[config.mk]
export PLATFORM = sky130hd
export DESIGN_NAME = hilo_ctrl
export DESIGN_NICKNAME = d
export VERILOG_FILES = /design/src/rtl/hilo_ctrl.sv
export SDC_FILE = /design/constraint.sdc
export NUM_CORES = 1
export LEC_CHECK = 0
export BUFFER_PORTS_ARGS = -buffer_cell sky130_fd_sc_hd__buf_2
export CAP_MARGIN = 20
export CORE_AREA = 2 2 68 70
export CTS_BUF_LIST = sky130_fd_sc_hd__clkbuf_8
export DETAILED_ROUTE_END_ITERATION = 12
export DIE_AREA = 0 0 70 72
export PLACE_DENSITY = 0.86
export SKIP_CTS_REPAIR_TIMING = 1
export SYNTH_ARGS = -nofsm -noshare
export SYNTH_HDL_FRONTEND = slang
export SYNTH_SLANG_ARGS = --single-unit
[constraint.sdc]
create_clock -name clk -period 2.31 [get_ports clk]
set_clock_uncertainty 0.05 [all_clocks]
set_input_delay 0.462 -clock clk [delete_from_list [all_inputs] [get_ports clk]]
set_output_delay 0.462 -clock clk [all_outputs]
set_load 0.03 [all_outputs]
[src/rtl/hilo_ctrl.sv]
// ---------------------------------------------------------------------------
// hilo_ctrl - sequencing controller for the HI/LO result register pair.
//
// It accepts mult/div issue requests, launches the fixed-latency mul/div
// unit, and counts the unit's latency. It arbitrates HI/LO register writes
// between MTHI/MTLO moves and unit results. It also stalls the pipeline on
// any HI/LO access made while an operation is in flight.
//
// Ports:
//   clk, reset            rising-edge clock, synchronous active-high reset
//   op_start, op_type     issue request; op_type: 00 multu 01 mult 10 divu 11 div
//   mtlo_en, mthi_en      move-to-LO / move-to-HI write requests
//   mt_data               data for MTLO/MTHI
//   mf_req                MFLO/MFHI read request (only used for stalling)
//   unit_lo, unit_hi      unit results (low/quotient, high/remainder)
//   unit_start            one-cycle registered launch pulse to the unit
//   unit_sign             signed op, held for the whole op
//   unit_is_div           divide op, held for the whole op
//   lo_en/lo_d, hi_en/hi_d  HI/LO register write enables and data
//   busy                  operation in flight
//   stall                 pipeline stall
// ---------------------------------------------------------------------------
module hilo_ctrl #(
    parameter int WIDTH   = 32,
    parameter int MUL_LAT = 4,
    parameter int DIV_LAT = 32,
    parameter int CW      = 6
) (
    input  logic             clk,
    input  logic             reset,
    input  logic             op_start,
    input  logic [1:0]       op_type,
    input  logic             mtlo_en,
    input  logic             mthi_en,
    input  logic [WIDTH-1:0] mt_data,
    input  logic             mf_req,
    input  logic [WIDTH-1:0] unit_lo,
    input  logic [WIDTH-1:0] unit_hi,
    output logic             unit_start,
    output logic             unit_sign,
    output logic             unit_is_div,
    output logic             lo_en,
    output logic             hi_en,
    output logic [WIDTH-1:0] lo_d,
    output logic [WIDTH-1:0] hi_d,
    output logic             busy,
    output logic             stall
);

    typedef enum logic [1:0] {IDLE, RUN, WB} state_t;

    // The counter is loaded with LAT-1 so that RUN lasts exactly LAT cycles
    // (the count==0 cycle is the last RUN cycle).
    localparam logic [CW-1:0] MUL_LOAD = CW'(MUL_LAT - 1);
    localparam logic [CW-1:0] DIV_LOAD = CW'(DIV_LAT - 1);

    state_t        state, state_nx;
    logic [CW-1:0] count, count_nx;
    logic          launch;

    // A launch is only accepted from IDLE; op_start while busy is stalled.
    assign launch = (state == IDLE) && op_start;

    always_ff @(posedge clk) begin
        if (reset) begin
            state       <= IDLE;
            count       <= '0;
            unit_start  <= 1'b0;
            unit_sign   <= 1'b0;
            unit_is_div <= 1'b0;
        end else begin
            state      <= state_nx;
            count      <= count_nx;
            unit_start <= launch;
            // Op attributes stay frozen from launch until the next launch.
            if (launch) begin
                unit_sign   <= op_type[0];
                unit_is_div <= op_type[1];
            end
        end
    end

    always_comb begin
        state_nx = state;
        count_nx = count;
        lo_en    = 1'b0;
        hi_en    = 1'b0;
        lo_d     = mt_data;
        hi_d     = mt_data;
        case (state)
            IDLE: begin
                // Moves write immediately, even alongside a launch; the
                // op result overwrites both registers later.
                lo_en = mtlo_en;
                hi_en = mthi_en;
                if (op_start) begin
                    state_nx = RUN;
                    count_nx = op_type[1] ? DIV_LOAD : MUL_LOAD;
                end
            end
            RUN: begin
                if (count == '0) state_nx = WB;
                else             count_nx = count - 1'b1;
            end
            WB: begin
                lo_en    = 1'b1;
                hi_en    = 1'b1;
                lo_d     = unit_lo;
                hi_d     = unit_hi;
                state_nx = IDLE;
            end
            default: state_nx = IDLE;
        endcase
    end

    assign busy  = (state != IDLE);
    assign stall = busy & (op_start | mf_req | mtlo_en | mthi_en);

endmodule

# ---- Yosys cells after proc, flatten, opt, wreduce, memory -nomap -nowiden
# Index checks and enable logic that the tools add are counted.
dict set report totals {
  in_bits 104
  ff_bits 11
  out_inout_bits 71
  word_cells 33
}
dict set report op_classes {
  n_eq_ne 5
  bitwise 4
  n_mux 11
  reduce_logical 7
  add_sub_neg 1
}
# op count
set op_table {}
lappend op_table {{two-way mux 32 bit} 2}
lappend op_table {{two-way mux 6 bit} 2}
lappend op_table {{one-hot mux 6 bit (2 select lines)} 1}
lappend op_table {{logical NOT 6 bit} 1}
lappend op_table {{!= test 2 bit (second input constant)} 3}
lappend op_table {{subtractor 6 x 1 -> 6 bit (second input constant)} 1}
lappend op_table {{two-way mux 5 bit} 1}
lappend op_table {{two-way mux 2 bit} 2}
lappend op_table {{one-hot mux 1 bit (2 select lines)} 2}
lappend op_table {{one-hot mux 2 bit (2 select lines)} 1}
lappend op_table {{nonzero test 2 bit} 2}
lappend op_table {{bitwise OR 1 bit} 3}
lappend op_table {{AND reduction 3 bit} 1}
lappend op_table {{== test 2 x 1 -> 1 bit (second input constant)} 1}
lappend op_table {{== test 2 bit (second input constant)} 1}
lappend op_table {{logical NOT 2 bit} 1}
lappend op_table {{AND reduction 2 bit} 1}
lappend op_table {{AND 1 bit} 1}
lappend op_table {{logical AND 1 bit} 1}

# ---- Depth between registers and ports, before layout
# Gate-level depths: netlist of run 1.
dict set report logic_depth {
  ltp_word 4
  depth_mapped 6
  mapped_depth_nobuf 6
}

# ---- Worst setup path before layout of run 1
# Ideal clock, no wire load.
dict set report synth_path {
  path_type {reg2out}
  from {register state[0]}
  to {output port hi_d[10]}
  arrival_ns 1.212
  path_stages_with_launch 6
  path_buffers 2
  t_required_ns 1.798
  path_slack_ns 0.586
  cell_sequence {dfxtp_1 -> buf_2 -> nand2b_1 -> buf_2 -> nand2_1 -> nand2_1}
}
dict set report synth_between {
  elab_chain_cells 2
}
# element line
set synth_rtl {}
lappend synth_rtl {{start: declaration} 57} ;# state_t state, state_nx;
lappend synth_rtl {{start signal: assignment} 72} ;# state <= state_nx;
lappend synth_rtl {{== test 2 bit} 90} ;# case (state)
lappend synth_rtl {{two-way mux 32 bit} 90}
lappend synth_rtl {{end: declaration} 45} ;# output logic [WIDTH-1:0] hi_d,
# Every way passes these cells.

# ---- Final worst setup path of run 1
dict set report layout_path {
  from {register state[1]}
  to {output port hi_d[31]}
}
# Same word-level chain as after synthesis.

==> Implementation_results.wiki, run 1 <==
{| class="wikitable"
! Metric !! Value
|-
| Port bufs || 174
|-
| FF+latch count, synth || 11
|-
| Total power per unit cell area || between 500 and 600 nW/um^2
|-
| Hold-critical path depth || 2
|-
| Most frequent cells in the layout || buf_2, nand2_1, dfxtp_1
|-
| Final weighted congestion in routability-driven placement || 0.951
|-
| Routed len/inst || 11.9 um
|-
| Data required time of the critical path || approximately 1800 ps
|-
| Xor and xnor fraction of the mapped netlist area || 0
|-
| Initial cell density of the core || 0.304
|-
| Count of warnings emitted by yosys || 0
|-
| Sink count of the clock tree || 11
|-
| CTS Buf Count || 3
|-
| Cells after DPL || between 400 and 500
|-
| Share of the yosys chip area belonging to registers || 0.170
|-
| Most common library cell in the layout ignoring fill and taps || buf_2
|-
| Number of rows created at floorplan || 24
|-
| Final critical-path share of the clock period || 0.918
|-
| Final global-route overflow total || 0
|-
| Final Critical Period || 2120 ps
|-
| Class of the tightest hold or removal check || flop to flop
|-
| Sum of net half-perimeters after detailed placement || approximately 4600 um
|-
| Detailed-route via count || between 2000 and 2500
|-
| Maximum net fanout on the critical path || 64
|-
| Synth Instances || 247
|-
| P&R area growth vs syn || 74.9%
|-
| Static leakage || approximately 1.4 nW
|-
| Global-route wire length before repair || 8380 um
|-
| Largest family of logic cells by synthesized area || simple AND/OR/NAND/NOR gates
|-
| Max cap viols || 0
|-
| Prevailing post-synth register cell || dfxtp_1
|-
| Routed wire length || approximately 5600 um
|-
| Total Negative Setup Slacks || 0 ps
|-
| Number of standard cells in the final layout excluding fillers || approximately 470
|-
| Worst hold slack across all endpoints || just over 400 ps
|-
| Length of the first detailed-routing pass in iterations || 4
|-
| Clock tree root buffer cell || clkbuf_8
|-
| Share of the synthesized area in compound gates (AO/OA/AOI/OAI) || 0.0840
|-
| Distinct cell type count of the synthesized netlist || 34
|-
| Share of post-route cells with drive strength above 1 || 0.470
|-
| Die boundary height || about 70 um
|-
| Number of global-route vias before repair || approximately 1900
|-
| Peak clock frequency supported by timing || ~0.47 GHz
|-
| Die W || around 70 um
|-
| Count of antenna diodes in the layout || 0
|-
| CTS H-tree depth || 1
|-
| Relative max-transition margin || 0.667
|-
| Result of the run || complete, no violations
|-
| CTS tree || built
|-
| Arrival @ worst endpoint || approximately 1600 ps
|-
| Largest net degree at the start of global routing || between 60 and 70
|-
| Number of nets in the synthesized netlist || roughly 350
|-
| Number of placed I/O pins || about 180
|-
| Clock-pin slew on the worst setup and hold paths || around 50 ps
|-
| Depth of the worst register-to-register path || 6
|-
| Setup crit start kind || flop
|-
| Mux cell area share after synthesis || 0
|-
| Average size of a mapped cell || around 5.2 um^2
|-
| IR drop worst, VDD || 439 uV
|-
| Top cells by area, synth || nand2_1, dfxtp_1, a21oi_1
|-
| Deepest clock path buffer count || 2
|-
| Number of fill cells || around 440
|-
| Pwr Total || ~1.3 mW
|-
| Overall track demand over capacity in global routing || 0.200
|-
| DIE AREA || 5040 um^2
|-
| Basic-gate share of the synthesized area counting and, or, nand and nor cells || 0.671
|-
| Final-report max-slew violation count || 0
|-
| Post-route ant nets || 0
|-
| Fraction of the mapped netlist area in adder cells || 0.0193
|-
| DRC violations left || 0
|-
| Proportion of synthesized flip-flops having asynchronous set or reset || 0
|-
| Vias per std cell || ~4.5
|-
| Clock insertion delay at the later pin of the skew report || around 240 ps
|-
| Class of the most critical setup path || flop to output port
|-
| Number of endpoints with negative hold slack in the final report || 0
|-
| Crit path capture type || output port
|-
| Post-Syn Area || around 1300 um^2
|-
| Area of the placeable core || roughly 4300 um^2
|-
| Cell type with the largest total area after synthesis || nand2_1
|-
| Slew at the pin closest to its max-slew limit || about 500 ps
|-
| Number of setup violations in the final report || 0
|-
| Yosys top cell area share || 0.475
|-
| Setup repair after global routing missed its margin || no
|-
| Number of antenna violations at the first check in global routing || 2
|-
| Final layout net count || around 520
|-
| Post-synth EDFFs || 0
|-
| Detailed router's first-iteration violation count || between 50 and 60
|}
[kinds of logic after synthesis]
kind of cell             count (synthesis)
buffers and inverters                   17
adder cells (fa/ha/maj)                  2
AO/OA/AOI/OAI                           16
flip-flops                              11
AND/OR/NAND/NOR                        201
[cell type report]
type	instances	area [um^2]	share of cell area
tap	52	65.1	0.0287
timing repair buffer	178	913	0.403
clock buffer	3	41.3	0.0182
multi-input combinational	219	1010	0.446
inverter	3	11.3	0.00497
sequential	11	221	0.0977
clock inverter	1	3.75	0.00166
[synthesized netlist by cell type, drive strengths merged (2+ instances only)]
cell	count
nand2	164
dfxtp	11
nor2	10
nor3	9
buf	8
a21oi	7
clkbuf	6
inv	3
nor3b	3
a21o	2
ha	2
nand2b	2
nand3	2
o21ai	2
or3	2
or3b	2
[stage by stage]
stage | instance area [um^2] | worst slack, ps | util
floorplan | 1300 | 586 | -
global placement | 2220 | 390 | 0.521
detailed placement | 2220 | 330 | 0.521
CTS | 2270 | 66.0 | 0.531
global route | 2270 | 119 | 0.532
finish | 2270 | 190 | 0.532
[worst max-delay path: stages, from the launching register on]
cell     delay, ps
dfxtp_2        450
nor2b_4        210
buf_12         250
nand2_1        100
nand2_1        100
buf_2          220
[path summary, 6_finish.rpt]
path | end | start | slack, ps
min reg2reg | unit_is_div | unit_is_div | 420
max reg2reg | count[3] | count[0] | 660
max | hi_d[31] | state[1] | 190
min | unit_is_div | unit_is_div | 420
[state kept, by name (all words and copies together) (netlist names)]
name,flops
unit_start,1
unit_sign,1
unit_is_div,1
state,2
count,6
[layer usage]
layer	wire length, um	part of all wire	track usage
met1	2200	0.39	0.240
met2	2790	0.50	0.354
met3	483	0.087	0.0458
met4	71	0.013	0.0684
met5	17	0.0031	0
[report_power, final]
group	total [mW]	internal, mW	switching [mW]
combinational	0.804	0.285	0.519
sequential	0.261	0.222	0.0393
clock	0.194	0.117	0.0771
Note: power is estimated with default switching activity, not from simulation.
==> run 2, diff against run 1 <==
--- a/config.mk
+++ b/config.mk
@@ -7,11 +7,12 @@
 export LEC_CHECK = 0
 export BUFFER_PORTS_ARGS = -buffer_cell sky130_fd_sc_hd__buf_2
 export CAP_MARGIN = 20
-export CORE_AREA = 2 2 68 70
+export CORE_ASPECT_RATIO = 0.7
+export CORE_MARGIN = 2
+export CORE_UTILIZATION = 30
 export CTS_BUF_LIST = sky130_fd_sc_hd__clkbuf_8
 export DETAILED_ROUTE_END_ITERATION = 12
-export DIE_AREA = 0 0 70 72
-export PLACE_DENSITY = 0.86
+export PLACE_DENSITY = 0.85
 export SKIP_CTS_REPAIR_TIMING = 1
 export SYNTH_ARGS = -nofsm -noshare
 export SYNTH_HDL_FRONTEND = slang
==> constraint.sdc (replaced) <==
create_clock -name clk -period 2.31 [get_ports clk]
set_clock_uncertainty 0.05 [all_clocks]
set_input_delay 0.231 -clock clk [delete_from_list [all_inputs] [get_ports clk]]
set_output_delay 0.231 -clock clk [all_outputs]
set_load 0.03 [all_outputs]
==> run 2 against run 1 <==
Effect of this change:
- combinational power rose by 2%
- setup slack gained 91 ps
- hold slack got worse by 240 ps
- register-to-register slack got worse by 20 ps
- sequential power decreased by 2%
- power increased by 0.53%
- wire length down 3.7%
==> Implementation_results.wiki, run 2 (synthesis gave the netlist of run 1 again) <==
{| class="wikitable"
! Metric !! Value
|-
| Post-route ant nets || 0 (unchanged)
|-
| Pre-CTS setup slack || 575 ps (+245 ps)
|-
| Length of the first detailed-routing pass in iterations || 4 (unchanged)
|-
| Final global-route overflow total || 0 (unchanged)
|-
| Setup repair after global routing missed its margin || no
|-
| Final Critical Period || 2030 ps (-90.5 ps)
|-
| Die boundary height || 59.0 um (-18%)
|-
| Max cap viols || 0 (unchanged)
|-
| Final-report max-slew violation count || 0 (unchanged)
|-
| Sum of net half-perimeters after detailed placement || 4490 um (-3.0%)
|-
| Final critical-path setup slack || 280 ps (+90.5 ps)
|-
| Power spent charging and discharging nets || 639 uW (+0.67%)
|-
| Relative max-transition margin || 0.651 (-0.0156)
|-
| Final instance area || 2280 um^2 (+0.50%)
|-
| Sequential fraction of design power || 0.202 (-0.005)
|-
| Share of total power in the clock network || 0.150 (-0.004)
|-
| Worst hold slack across all endpoints || 181 ps (-235 ps)
|-
| Max FFs per register || 6 (unchanged)
|-
| Clock insertion delay at the later pin of the skew report || 240 ps (about the same)
|-
| Global-route wire length before repair || 7510 um (-10%)
|-
| Setup crit start kind || flop
|-
| Deepest clock path buffer count || 2 (unchanged)
|-
| CTS tree || built
|-
| Routed len/inst || 11.5 um (-3.7%)
|-
| Sink count of the clock tree || 11 (unchanged)
|-
| Most frequent cells in the layout || buf_2, nand2_1, dfxtp_1
|-
| Port bufs || 174 (unchanged)
|-
| Data required time of the critical path || 2030 ps (+230 ps)
|-
| Clock tree root buffer cell || clkbuf_8
|-
| Number of setup violations in the final report || 0 (unchanged)
|-
| Fraction of power spent switching nets || 0.505 (+0.000694)
|-
| Detailed-route via count || 2165 (+2.0%)
|-
| CTS H-tree depth || 1 (unchanged)
|-
| Cell internal power dissipation || 627 uW (+0.39%)
|-
| Total power per unit cell area || 556 nW/um^2 (about the same)
|-
| Comb pwr share || 0.649 (+0.011)
|-
| IR drop worst, VDD || 321 uV (-27%)
|-
| Number of endpoints with negative hold slack in the final report || 0 (unchanged)
|-
| Die W || 82.6 um (+18%)
|-
| Crit path capture type || output port
|-
| Final layout net count || 522 (unchanged)
|-
| Peak clock frequency supported by timing || 0.493 GHz (+4.5%)
|-
| Count of antenna diodes in the layout || 0 (unchanged)
|-
| Cells after DPL || 463 (unchanged)
|-
| Largest net degree at the start of global routing || 49 (-25%)
|-
| Post-placement cell area || 2230 um^2 (+0.56%)
|-
| Final weighted congestion in routability-driven placement || 0.810 (-15%)
|-
| Number of antenna violations at the first check in global routing || 0 (-2)
|-
| Share of post-route cells with drive strength above 1 || 0.467 (-0.00241)
|-
| Number of rows created at floorplan || 19 (-21%)
|-
| Number of global-route vias before repair || 1784 (-3.6%)
|-
| Static leakage || 1.40 nW (+0.52%)
|-
| CTS Buf Count || 3 (unchanged)
|-
| Most common library cell in the layout ignoring fill and taps || buf_2
|-
| Arrival @ worst endpoint || 1750 ps (+140 ps)
|-
| DRC violations left || 0 (unchanged)
|-
| Class of the tightest hold or removal check || primary input to flop
|-
| Initial cell density of the core || 0.321 (+0.0168)
|-
| Result of the run || complete, no violations
|-
| Maximum net fanout on the critical path || 26 (-59%)
|-
| Number of standard cells in the final layout excluding fillers || 467 (unchanged)
|-
| Vias per std cell || 4.64 (+2.0%)
|-
| Total Negative Setup Slacks || 0 ps (unchanged)
|-
| Register containing the most flip-flops in the final layout || count
|-
| Clock-pin slew on the worst setup and hold paths || 50 ps (about the same)
|-
| Slew at the pin closest to its max-slew limit || 522 ps (+23.3 ps)
|-
| Overall track demand over capacity in global routing || 0.196 (-0.00427)
|-
| Detailed router's first-iteration violation count || 77 (+51%)
|-
| Number of placed I/O pins || 175 (unchanged)
|-
| P&R area growth vs syn || 75.8%
|-
| Class of the most critical setup path || flop to output port
|-
| Area of the placeable core || 4040 um^2 (-5.2%)
|-
| Largest registers || count: 6 flops, state: 2 flops
|-
| Routed wire length || 5360 um (-3.7%)
|-
| DIE AREA || 4870 um^2 (-3.4%)
|-
| Final critical-path share of the clock period || 0.879 (-0.0392)
|}
[run 2: path summary, 6_finish.rpt]
kind               from   endpoint  slack [ps]  cells past startpoint
max            state[1]   lo_d[21]         280                      5
min          op_type[0]  unit_sign         180                      3
max reg2reg    count[0]   count[3]         640                      6
min reg2reg   unit_sign  unit_sign         410                      2
[run 2: stage by stage]
stage               power (mW)  utilization
global placement          1.06        0.553
global route              1.35        0.564
detailed placement        1.08        0.553
finish                    1.27        0.564
CTS                       1.27        0.564
floorplan                0.803            -
[run 2: power by group through the flow]
stage | Combinational [mW] | Sequential (mW) | Clock [mW]
after floorplan | 0.545 | 0.258 | 0
after global routing | 0.888 | 0.259 | 0.204
after detailed placement | 0.817 | 0.259 | 0
after CTS | 0.821 | 0.255 | 0.194
after global placement | 0.800 | 0.256 | 0
final | 0.821 | 0.255 | 0.190
[run 2: cell type report]
cell class,count,area [um^2]
Clock buffer,3,41.3
Clock inverter,1,3.75
Fill cell,423,1760
Inverter,3,11.3
Multi-Input combinational cell,219,1010
Sequential cell,11,220
Tap cell,52,65.1
Timing Repair Buffer,178,926
[run 2: critical path, cell delays in order, from the launching register on]
cell and delay [ps]:
dfxtp_1 580, nand2b_1 330, buf_12 260, nand2_1 110, nand2_1 60, buf_2 170
[run 2: routing by layer]
layer / vias up / GRT usage / part of all wire
met5: - / 0 / 0
met4: 0 / 0.0351 / 0.0065
met3: 6 / 0.0442 / 0.11
met2: 126 / 0.364 / 0.48
met1: 920 / 0.234 / 0.40
li1: 1113 / - / -
